**src/rtl/skeeball_game_ctrl_if.sv**
```systemverilog
// ---------------------------------------------------------------------------
// skeeball_game_ctrl_if
// Bundles the sensor/button inputs and the scorer-facing outputs of the
// skeeball game sequencer.
//   master : the cabinet side (drives start/hole, observes outputs)
//   slave  : the game controller (consumes start/hole, drives outputs)
// Signals:
//   start      async start button level
//   hole[6:0]  async raw hole sensors, [6]=100 ... [0]=gutter
//   playstate  scorer playstate (score cleared while low)
//   hit[6:0]   one-hot single-cycle hit pulse, same bit order as hole
//   balls_left balls remaining in the current game
//   game_over  high while the game is over and the final score is shown
//   dbg_state  current controller state (0 IDLE, 1 CLEAR, 2 PLAY, 3 OVER)
// Handshake: there is no valid/ready pair. hit is a fire-and-forget pulse;
// the scorer must accept one hit per cycle with no backpressure.
// ---------------------------------------------------------------------------
interface skeeball_game_ctrl_if;
  logic       start;
  logic [6:0] hole;
  logic       playstate;
  logic [6:0] hit;
  logic [3:0] balls_left;
  logic       game_over;
  logic [1:0] dbg_state;

  modport master (
    output start, hole,
    input  playstate, hit, balls_left, game_over, dbg_state
  );

  modport slave (
    input  start, hole,
    output playstate, hit, balls_left, game_over, dbg_state
  );
endinterface

```
**src/rtl/skeeball_game_ctrl.sv**
```systemverilog
// ---------------------------------------------------------------------------
// skeeball_game_ctrl
// Game sequencer in front of the skeeball BCD score accumulator.
// Synchronises and debounces the hole sensors, turns each debounced rise
// into a one-hot hit pulse, counts balls, and ends the game on the last
// ball or on inactivity timeout.
// Ports:
//   clk  single clock, all state changes on posedge
//   rst  asynchronous active-high reset
//   bus  skeeball_game_ctrl_if.slave (start, hole in; playstate, hit,
//        balls_left, game_over, dbg_state out)
// ---------------------------------------------------------------------------
module skeeball_game_ctrl #(
  parameter int NUM_BALLS       = 9,
  parameter int DEBOUNCE_CYCLES = 4,
  parameter int TIMEOUT_CYCLES  = 1000000
) (
  input  logic                clk,
  input  logic                rst,
  skeeball_game_ctrl_if.slave bus
);

  localparam int TW = (TIMEOUT_CYCLES > 1) ? $clog2(TIMEOUT_CYCLES) : 1;
  localparam logic [7:0]    DEB      = 8'(DEBOUNCE_CYCLES);
  localparam logic [3:0]    NB       = 4'(NUM_BALLS);
  localparam logic [TW-1:0] TIME_MAX = TW'(TIMEOUT_CYCLES - 1);

  typedef enum logic [1:0] {
    S_IDLE  = 2'd0,
    S_CLEAR = 2'd1,
    S_PLAY  = 2'd2,
    S_OVER  = 2'd3
  } state_t;

  state_t        r_state;
  logic [6:0]    r_hole_s1, r_hole_s2;
  logic [7:0]    r_cnt [7];
  logic [6:0]    r_deb_q;
  logic [6:0]    r_pend;
  logic [6:0]    r_hit;
  logic [3:0]    r_balls;
  logic [TW-1:0] r_timer;
  logic          r_playstate, r_game_over;
  logic          r_start_s1, r_start_s2, r_start_s3;

  logic [6:0]    w_deb, w_rise, w_grant;
  logic          w_start_edge;

  // Input path: 2-flop sync, then a saturating run-length counter per hole.
  always_ff @(posedge clk or posedge rst) begin
    if (rst) begin
      r_hole_s1  <= '0;
      r_hole_s2  <= '0;
      r_deb_q    <= '0;
      r_start_s1 <= 1'b0;
      r_start_s2 <= 1'b0;
      r_start_s3 <= 1'b0;
      for (int i = 0; i < 7; i++) r_cnt[i] <= '0;
    end else begin
      r_hole_s1  <= bus.hole;
      r_hole_s2  <= r_hole_s1;
      r_deb_q    <= w_deb;
      r_start_s1 <= bus.start;
      r_start_s2 <= r_start_s1;
      r_start_s3 <= r_start_s2;
      for (int i = 0; i < 7; i++) begin
        if (!r_hole_s2[i])           r_cnt[i] <= '0;
        else if (r_cnt[i] != 8'hFF)  r_cnt[i] <= r_cnt[i] + 8'd1;
      end
    end
  end

  // Debounced level follows the counter directly, so it drops on the first
  // low sample; a ball parked in a hole keeps it high and yields one rise.
  always_comb begin
    w_deb = '0;
    for (int i = 0; i < 7; i++) w_deb[i] = (r_cnt[i] >= DEB);
  end

  assign w_rise       = w_deb & ~r_deb_q;
  assign w_start_edge = r_start_s2 & ~r_start_s3;

  // Highest-value pending hole wins; later iterations override earlier.
  always_comb begin
    w_grant = '0;
    for (int i = 0; i < 7; i++) begin
      if (r_pend[i]) begin
        w_grant    = '0;
        w_grant[i] = 1'b1;
      end
    end
  end

  always_ff @(posedge clk or posedge rst) begin
    if (rst) begin
      r_state     <= S_IDLE;
      r_pend      <= '0;
      r_hit       <= '0;
      r_balls     <= '0;
      r_timer     <= '0;
      r_playstate <= 1'b0;
      r_game_over <= 1'b0;
    end else begin
      r_hit <= '0;
      case (r_state)
        S_IDLE: begin
          r_pend <= '0;
          if (w_start_edge) r_state <= S_CLEAR;
        end
        S_CLEAR: begin
          r_balls     <= NB;
          r_pend      <= '0;
          r_timer     <= '0;
          r_playstate <= 1'b1;
          r_game_over <= 1'b0;
          r_state     <= S_PLAY;
        end
        S_PLAY: begin
          if (r_balls == 4'd0) begin
            // Last ball was emitted on the previous edge; leftovers are dropped.
            r_pend      <= '0;
            r_game_over <= 1'b1;
            r_state     <= S_OVER;
          end else if (|r_pend) begin
            r_hit   <= w_grant;
            r_pend  <= (r_pend & ~w_grant) | w_rise;
            r_balls <= r_balls - 4'd1;
            r_timer <= '0;
          end else if (r_timer == TIME_MAX) begin
            r_pend      <= '0;
            r_game_over <= 1'b1;
            r_state     <= S_OVER;
          end else begin
            r_pend  <= w_rise;
            r_timer <= r_timer + TW'(1);
          end
        end
        S_OVER: begin
          // playstate stays high so the scorer keeps the final score.
          r_pend <= '0;
          if (w_start_edge) begin
            r_playstate <= 1'b0;
            r_game_over <= 1'b0;
            r_state     <= S_CLEAR;
          end
        end
        default: r_state <= S_IDLE;
      endcase
    end
  end

  assign bus.playstate  = r_playstate;
  assign bus.hit        = r_hit;
  assign bus.balls_left = r_balls;
  assign bus.game_over  = r_game_over;
  assign bus.dbg_state  = r_state;

endmodule

```
**src/flat_wrapper.sv**
```systemverilog
// flat-port wrapper written by rule: the top's interface ports become plain ports
module skeeball_game_ctrl_flat 
#(
  parameter int NUM_BALLS       = 9,
  parameter int DEBOUNCE_CYCLES = 4,
  parameter int TIMEOUT_CYCLES  = 1000000
)
  (clk, rst, bus_start, bus_hole, bus_playstate, bus_hit, bus_balls_left, bus_game_over, bus_dbg_state);
  skeeball_game_ctrl_if bus_i ();
  input  logic clk;
  input  logic rst;
  input wire logic [$bits(bus_i.start)-1:0] bus_start;
  input wire logic [$bits(bus_i.hole)-1:0] bus_hole;
  output wire logic [$bits(bus_i.playstate)-1:0] bus_playstate;
  output wire logic [$bits(bus_i.hit)-1:0] bus_hit;
  output wire logic [$bits(bus_i.balls_left)-1:0] bus_balls_left;
  output wire logic [$bits(bus_i.game_over)-1:0] bus_game_over;
  output wire logic [$bits(bus_i.dbg_state)-1:0] bus_dbg_state;
  assign bus_i.start = bus_start;
  assign bus_i.hole = bus_hole;
  assign bus_playstate = bus_i.playstate;
  assign bus_hit = bus_i.hit;
  assign bus_balls_left = bus_i.balls_left;
  assign bus_game_over = bus_i.game_over;
  assign bus_dbg_state = bus_i.dbg_state;
  skeeball_game_ctrl #(.NUM_BALLS(NUM_BALLS), .DEBOUNCE_CYCLES(DEBOUNCE_CYCLES), .TIMEOUT_CYCLES(TIMEOUT_CYCLES)) u_core (.clk(clk), .rst(rst), .bus(bus_i));
endmodule
```
**config.mk**
```make
export PLATFORM = sky130hd
export DESIGN_NAME = skeeball_game_ctrl_flat
export DESIGN_NICKNAME = d
export VERILOG_FILES = /design/src/rtl/skeeball_game_ctrl_if.sv /design/src/rtl/skeeball_game_ctrl.sv /design/src/flat_wrapper.sv
export SDC_FILE = /design/constraint.sdc
export NUM_CORES = 1
export LEC_CHECK = 0
export CORE_MARGIN = 5
export CORE_UTILIZATION = 65
export DETAILED_ROUTE_END_ITERATION = 6
export PLACE_DENSITY = 0.93
export SETUP_SLACK_MARGIN = 0.5
export SLEW_MARGIN = 25
export SYNTH_ARGS = -nofsm -noshare
export SYNTH_HDL_FRONTEND = slang
export SYNTH_SLANG_ARGS = --single-unit
```
**constraint.sdc**
```tcl
create_clock -name clk -period 12.5 [get_ports clk]
set_clock_uncertainty 0.15 [all_clocks]
set_input_delay 2.5 -clock clk [delete_from_list [all_inputs] [get_ports clk]]
set_output_delay 2.5 -clock clk [all_outputs]
set_load 0.02 [all_outputs]
```
# After elaboration in Yosys (flattened, before gate mapping)

Index checks and enable logic that the tools add are counted.

Add/sub/neg operators: 9
Magnitude comparators: 7
Eq/ne operators: 25
Mux-type cells: 46
Bitwise gates (word level): 7
Reductions and logical operators: 13

Operators by type and width:

| operator                | number |
|---|---|
| $mux W8                 | 14 |
| $mux W20                | 3 |
| $add A8 B1 Y8 const B   | 7 |
| $ge A8 B3 Y1 const B    | 7 |
| $ne A8 B8 Y1 const B    | 7 |
| $mux W7                 | 7 |
| $pmux W20 S2            | 1 |
| $add A20 B1 Y20 const B | 1 |
| $eq A20 B20 Y1 const B  | 1 |
| $ne A2 B2 Y1 const B    | 8 |
| $and A7 B7 Y7           | 2 |
| $not A7 Y7              | 2 |
| $pmux W7 S2             | 1 |
| $mux W4                 | 3 |
| $mux W2                 | 5 |
| $reduce_and A3 Y1       | 3 |
| $pmux W4 S2             | 1 |
| $or A7 B7 Y7            | 1 |
| $reduce_or A7 Y1        | 1 |
| $mux W6                 | 1 |
| $ne A2 B1 Y1 const B    | 3 |
| $ne A3 B2 Y1 const B    | 2 |
| $pmux W2 S3             | 1 |
| $mux W1                 | 5 |
| 18 further kinds        | 20 |

Register bits after elaboration: 122
Word-level logic and storage cells: 127

# Depth between registers and ports, before layout

Gate-level depths: netlist of run 1.

Depth after elaboration: 13
Mapped depth: 8
Mapped depth without buffers: 7

# Worst setup path after synthesis of run 1

OpenSTA, ideal clock, no wires.

Path kind: register to output
Start point: reg u_core.r_balls[2], in the netlist u_core.bus.balls_left[2]
End point: out bus_balls_left[2]
Arrival time: 499 ps
Required time: 9,850 ps
Path slack: 9,351 ps
Stages on the path, launching flop included: 1
Path buffers: 0
Path through: dfrtp_1

RTL lines:

| element                  | RTL line                  | text |
|---|---|---|
| start: declaration       | skeeball_game_ctrl.sv:41  | `logic [3:0] r_balls;` |
| start signal: assignment | skeeball_game_ctrl.sv:127 | `r_balls <= r_balls - 4'd1;` |
| end: declaration         | flat_wrapper.sv:16        | `output wire logic [$bits(bus_i.balls_left)-1:0] bus_balls_left;` |

No word-level cell between the ends.

# Final worst setup path of run 1

Start point: reg u_core.r_balls[3], in the netlist u_core.bus.balls_left[3]
End point: out bus_balls_left[3]

No word-level cell between the ends.

==> impl_metrics.tcl, run 1 <==
set metrics [dict create \
    finalCriticalPeriod_ps 4320 \
    synth_cells 572 \
    cts_sinks 122 \
    path_class "flip-flop to output pin" \
    syn_area_per_cell_um2 10.1 \
    crit_family "buffers and inverters" \
    grt_pass1_vias 4656 \
    cts_inserted_buffers 17 \
    path_clk_slew_ps 50 \
    ctsResizeCount 0 \
    route.vias.total 4651 \
    htree_levels 4 \
    start_util 0.664 \
    async_flop_share 1.00 \
    finalCritPeriodShare 0.346 \
    post-dp-hpwl_um 7890 \
    cts_root_buffer "clkbuf_8" \
    area_growth_pct 16.5 \
    holdWs_ps 195 \
    dr.pass1.iters 5 \
    layout-drive-gt1-share 0.0741 \
    synth-edff-count 0 \
    drt_drc_violations_left 0 \
    crit_chain "clkdlybuf4s50_1" \
    routed_wl_um 12800 \
    power_density_mw_per_mm2 167 \
    synth_seq_cells 122 \
    endpoint_kind "output pin" \
    yosysUniqueCellTypes 60 \
    boundaryPins 25 \
    syn_nets 604 \
    antenna-diode-count 0 \
    setup_violations 0 \
    fin_tns_setup_ps 0 \
    start_kind "flip-flop" \
    vdd.ir_drop.worst_uv 115 \
    crit_slowest_cell "clkdlybuf4s50_1" \
    die_y_um 104 \
    slew-limit-headroom 0.401 \
    regToRegSetupSlack_ps 9870 \
    cap_violations 0 \
    cp_data_required_time_ps 9850 \
    clockBufferDepth 2 \
    arrival_ps 1670 \
    p_leak_nw 3.05 \
    finalHoldViolCount 0 \
    gr-usage-all-layers 0.241 \
    nets 641 \
    antenna_found_initial 0 \
    insertion_delay_ps 510 \
    synth_ff_type "dfrtp_1" \
    grt_max_degree 73 \
    wl_per_cell_um 17.5 \
    ctsHoldBuffers 0 \
    final_cell_mix "122 x dfrtp_1, 62 x nor2_1, 44 x nand2_1" \
    drt_iter0_markers 322 \
    reg2regPathDepth 7 \
    die_w_um 104 \
    antenna_left 0 \
    place_congestion 0.871 \
    tritoncts "done" \
    final_common_cell "dfrtp_1" \
    tightest_slew_ps 898 \
    grt_pass1_wl_um 21500 \
    postCtsSetupBuffers 0 \
    coreArea_mm2 0.00868 \
    path_max_fanout 6 \
    yosysSeqAreaShare 0.530 \
    whs_path_depth 0 \
    outcome "finished clean" \
    hold_path.class "flip-flop to flip-flop" \
    final.fill_count 564 \
    finalPower_mw 1.12 \
    syn-cell-area_mm2 0.00576 \
    rsz0062_at_grt "false" \
    cp_num_buf_inv 1 \
    overflow 0 \
    cp.depth 1 \
    via_per_inst 6.38 \
    max_freq_mhz 231 \
    yosysWarnings 0 \
    place.port_buffers 24 \
    dieArea_mm2 0.0108 \
    slew_viol_final 0 \
    cpPeakStageDelay_ps 700 \
    rows 34 \
]
==> metal layers <==
| metal | global-route usage | share of wire | routed length, um |
|---|---|---|---|
| met4 | 0.0934 | 0.021 | 273 |
| met3 | 0.0583 | 0.056 | 718 |
| met5 | 0 | 0 | 0 |
| met2 | 0.417 | 0.52 | 6670 |
| met1 | 0.290 | 0.40 | 5100 |
==> per-stage QoR <==
step / cell area [um^2] / util / cells / worst slack (ps)
2_1_floorplan: 5760 / - / 572 / 6610
3_3_place_gp: 6110 / 0.704 / 698 / 8030
3_5_place_dp: 6120 / 0.705 / 698 / 8010
4_1_cts: 6720 / 0.774 / 729 / 8160
5_1_grt: 6720 / 0.774 / 729 / 8120
6_report: 6720 / 0.774 / 729 / 8180
==> cell usage after synthesis (all sizes together), types with 3 or more instances <==
master	instances	area share
o21ai	40	0.035
and3	16	0.017
or3	3	0.0041
xnor2	9	0.014
nand4	18	0.022
nor3	12	0.011
o211a	4	0.0069
a21oi	31	0.028
mux2i	3	0.0052
inv	31	0.020
nor3b	6	0.0078
o31ai	10	0.016
nand3	36	0.031
nand2	44	0.029
a31oi	25	0.027
dfrtp	122	0.53
and2	10	0.011
nor2	63	0.041
o311ai	4	0.0061
clkbuf	5	0.0035
nor4	8	0.012
a21boi	3	0.0039
xor2	10	0.015
nand2b	5	0.0054
ha	22	0.048
==> cell type report <==
type                       instances  area, um^2  share of cell area
clock buffer                      24         480              0.0715
clock inverter                     7         114              0.0170
inverter                          31         119              0.0177
multi-input combinational        412        2570               0.382
sequential                       122        3050               0.455
tap                              108         135              0.0201
timing repair buffer              25         248              0.0369
==> kinds of logic (layout without fill, tap and decap cells) <==
family                   Yosys count  in the layout  synth area share
adder cells (fa/ha/maj)           22             22            0.0478
flip-flops                       122            122             0.530
buffers and inverters             38             87            0.0265
AND/OR/NAND/NOR                  237            237             0.219
XOR/XNOR                          19             19            0.0289
AO/OA/AOI/OAI                    131            131             0.143
multiplexers                       3              3           0.00521
==> path summary, 6_finish.rpt <==
path	from	endpoint
max	u_core.bus.balls_left[3]$_DFFE_PP0P_	bus_balls_left[3]
min	u_core.r_start_s1$_DFF_PP0_	u_core.r_start_s2$_DFF_PP0_
max reg2reg	u_core.bus.dbg_state[0]$_DFFE_PP0P_	u_core.bus.dbg_state[0]$_DFFE_PP0P_
min reg2reg	u_core.r_start_s1$_DFF_PP0_	u_core.r_start_s2$_DFF_PP0_
max in group asynchronous	rst	u_core.r_timer[6]$_DFFE_PP0P_
min in group asynchronous	rst	u_core.r_cnt[45]$_DFFE_PP0P_
==> power breakdown <==
group	internal [mW]	switching, mW	leakage (nW)
logic	0.0637	0.127	1.13
clock network	0.323	0.167	0.295
registers	0.417	0.0217	1.62
==> flip-flops by register name, indices dropped and copies added, names as in the netlist <==
signal	cells
u_core.r_cnt	56
u_core.r_timer	20
u_core.bus.hit	7
u_core.r_deb_q	7
u_core.r_hole_s1	7
u_core.r_hole_s2	7
u_core.r_pend	7
u_core.bus.balls_left	4
u_core.bus.dbg_state	2
u_core.bus.game_over	1
u_core.bus.playstate	1
u_core.r_start_s1	1
u_core.r_start_s2	1
u_core.r_start_s3	1
No activity file was read; power rests on OpenSTA's default activity.
==> inputs of run 2 (changes only) <==
--- a/config.mk
+++ b/config.mk
@@ -6,9 +6,9 @@
 export NUM_CORES = 1
 export LEC_CHECK = 0
 export CORE_MARGIN = 5
-export CORE_UTILIZATION = 65
+export CORE_UTILIZATION = 55
 export DETAILED_ROUTE_END_ITERATION = 6
-export PLACE_DENSITY = 0.93
+export PLACE_DENSITY = 0.84
 export SETUP_SLACK_MARGIN = 0.5
 export SLEW_MARGIN = 25
 export SYNTH_ARGS = -nofsm -noshare
==> constraint.sdc (replaced) <==
create_clock -name clk -period 3.63 [get_ports clk]
set_clock_uncertainty 0.15 [all_clocks]
set_input_delay 0.726 -clock clk [delete_from_list [all_inputs] [get_ports clk]]
set_output_delay 0.726 -clock clk [all_outputs]
set_load 0.02 [all_outputs]
==> impl_metrics.tcl, run 2 (same netlist as run 1, synthesis figures left out) <==
set metrics [dict create \
    outcome "finished clean" \
    cpPeakStageDelay_ps 680 \
    layout-drive-gt1-share 0.0833 \
    clockBufferDepth 2 \
    crit_chain "clkdlybuf4s50_1" \
    antenna-diode-count 0 \
    via_per_inst 5.94 \
    path_max_fanout 5 \
    boundaryPins 25 \
    setup_violations 0 \
    crit_end "bus_dbg_state[0]" \
    insertion_delay_ps 530 \
    regToRegSetupSlack_ps 1180 \
    antenna_left 0 \
    top_regs "u_core.r_cnt (56), u_core.r_timer (20)" \
    start_util 0.561 \
    drt_drc_violations_left 0 \
    reg2regPathDepth 7 \
    dieArea_mm2 0.0126 \
    place.port_buffers 24 \
    vdd.ir_drop.worst_uv 505 \
    multiInputGateArea_mm2 0.00256 \
    rsz0062_at_grt "false" \
    tritoncts "done" \
    grt_pass1_vias 4496 \
    route.vias.total 4515 \
    final.fill_count 780 \
    cp.depth 1 \
    drt_iter0_markers 371 \
    path_class "flip-flop to output pin" \
    postCtsSetupBuffers 0 \
    seq_power_share 0.378 \
    ctsResizeCount 0 \
    stdcell_area_mm2 0.00684 \
    area_growth_pct 18.7 \
    cap_violations 0 \
    reg2reg_to "u_core.bus.dbg_state[0]$_DFFE_PP0P_" \
    switching_share 0.278 \
    slew_viol_final 0 \
    power.switching_mw 1.12 \
    nets 643 \
    timing.rr.start "u_core.bus.dbg_state[0]$_DFFE_PP0P_" \
    wl_per_cell_um 15.9 \
    routed_wl_um 12100 \
    die_y_um 112 \
    final-seq-area_mm2 0.00305 \
    top_register "u_core.r_cnt" \
    internal_power_mw 2.89 \
    rows 37 \
    hold_path.class "flip-flop to flip-flop" \
    power_density_mw_per_mm2 585 \
    crit_slowest_cell "clkdlybuf4s50_1" \
    tightest_slew_ps 762 \
    crit_family "buffers and inverters" \
    slew-limit-headroom 0.491 \
    fin_tns_setup_ps 0 \
    gr-usage-all-layers 0.205 \
    power_frac_clock 0.461 \
    p_leak_nw 3.08 \
    endpoint_kind "output pin" \
    antenna_found_initial 0 \
    place_area_mm2 0.00619 \
    finalCriticalPeriod_ps 2510 \
    grt_max_degree 51 \
    cts_root_buffer "clkbuf_8" \
    die_w_um 112 \
    htree_levels 4 \
    start_kind "flip-flop" \
    dr.pass1.iters 5 \
    cp_num_buf_inv 1 \
    place_congestion 0.924 \
    ctsHoldBuffers 0 \
    finalHoldViolCount 0 \
    final_cell_mix "122 x dfrtp_1, 62 x nor2_1, 44 x nand2_1" \
    overflow 0 \
    path_clk_slew_ps 60 \
    cts_sinks 122 \
    coreArea_mm2 0.0103 \
    max_freq_mhz 398 \
    largest_reg_flops 56 \
    comb_power_share 0.161 \
    arrival_ps 1640 \
    cp_data_required_time_ps 2750 \
    post-dp-hpwl_um 7830 \
    finalCritPeriodShare 0.693 \
    grt_pass1_wl_um 20900 \
    final_common_cell "dfrtp_1" \
    critPathLaunch "u_core.bus.dbg_state[0]$_DFFE_PP0P_" \
    cts_inserted_buffers 17 \
]
## run 2: worst min-delay path by stage
stage / start / to / slack [ps] / depth (start not counted)
6_report: u_core.r_hole_s1[1]$_DFF_PP0_ / u_core.r_hole_s2[1]$_DFF_PP0_ / 200 / 0
5_1_grt: u_core.r_hole_s1[1]$_DFF_PP0_ / u_core.r_hole_s2[1]$_DFF_PP0_ / 210 / 0
4_1_cts: u_core.r_hole_s1[1]$_DFF_PP0_ / u_core.r_hole_s2[1]$_DFF_PP0_ / 200 / 0
3_5_place_dp: u_core.r_hole_s1[1]$_DFF_PP0_ / u_core.r_hole_s2[1]$_DFF_PP0_ / 190 / 0
3_3_place_gp: u_core.r_hole_s1[2]$_DFF_PP0_ / u_core.r_hole_s2[2]$_DFF_PP0_ / 180 / 0
2_1_floorplan: u_core.r_hole_s1[0]$_DFF_PP0_ / u_core.r_hole_s2[0]$_DFF_PP0_ / 180 / 0
## run 2: layout make-up
cell class / instances / area share
flip-flops and latches: 122 / 0.446
multi-input cells: 412 / 0.374
clock buffers: 19 / 0.0645
repair buffers: 27 / 0.0421
clock inverters: 13 / 0.0311
well taps: 136 / 0.0249
inverters: 31 / 0.0176
## run 2: power by group through the flow
| stage | combinational [mW] | clock, mW | sequential (mW) |
|---|---|---|---|
| 4_1_cts | 0.641 | 1.87 | 1.51 |
| 3_3_place_gp | 0.599 | 0 | 1.53 |
| 6_report | 0.645 | 1.85 | 1.51 |
| 3_5_place_dp | 0.630 | 0 | 1.53 |
| 2_1_floorplan | 0.399 | 0 | 1.55 |
| 5_1_grt | 0.713 | 1.93 | 1.53 |
## run 2: metrics by stage
stage          worst slack, ps  power, mW  instances  utilization  hold slack (ps)
6_report                  1120       4.00        760        0.666              197
5_1_grt                   1010       4.17        760        0.666              212
4_1_cts                   1070       4.03        760        0.666              200
3_5_place_dp              1310       2.16        728        0.602              187
3_3_place_gp              1440       2.13        728        0.602              184
2_1_floorplan             1260       1.95        572            -              181
## run 2: per-layer routing
layer  routed length [um]  up-vias  global-route usage
li1                     -     2145                   -
met1                 4850     2185               0.240
met2                 6250      145               0.349
met3                  704       40              0.0679
met4                  271        0              0.0793
met5                    0        -                   0
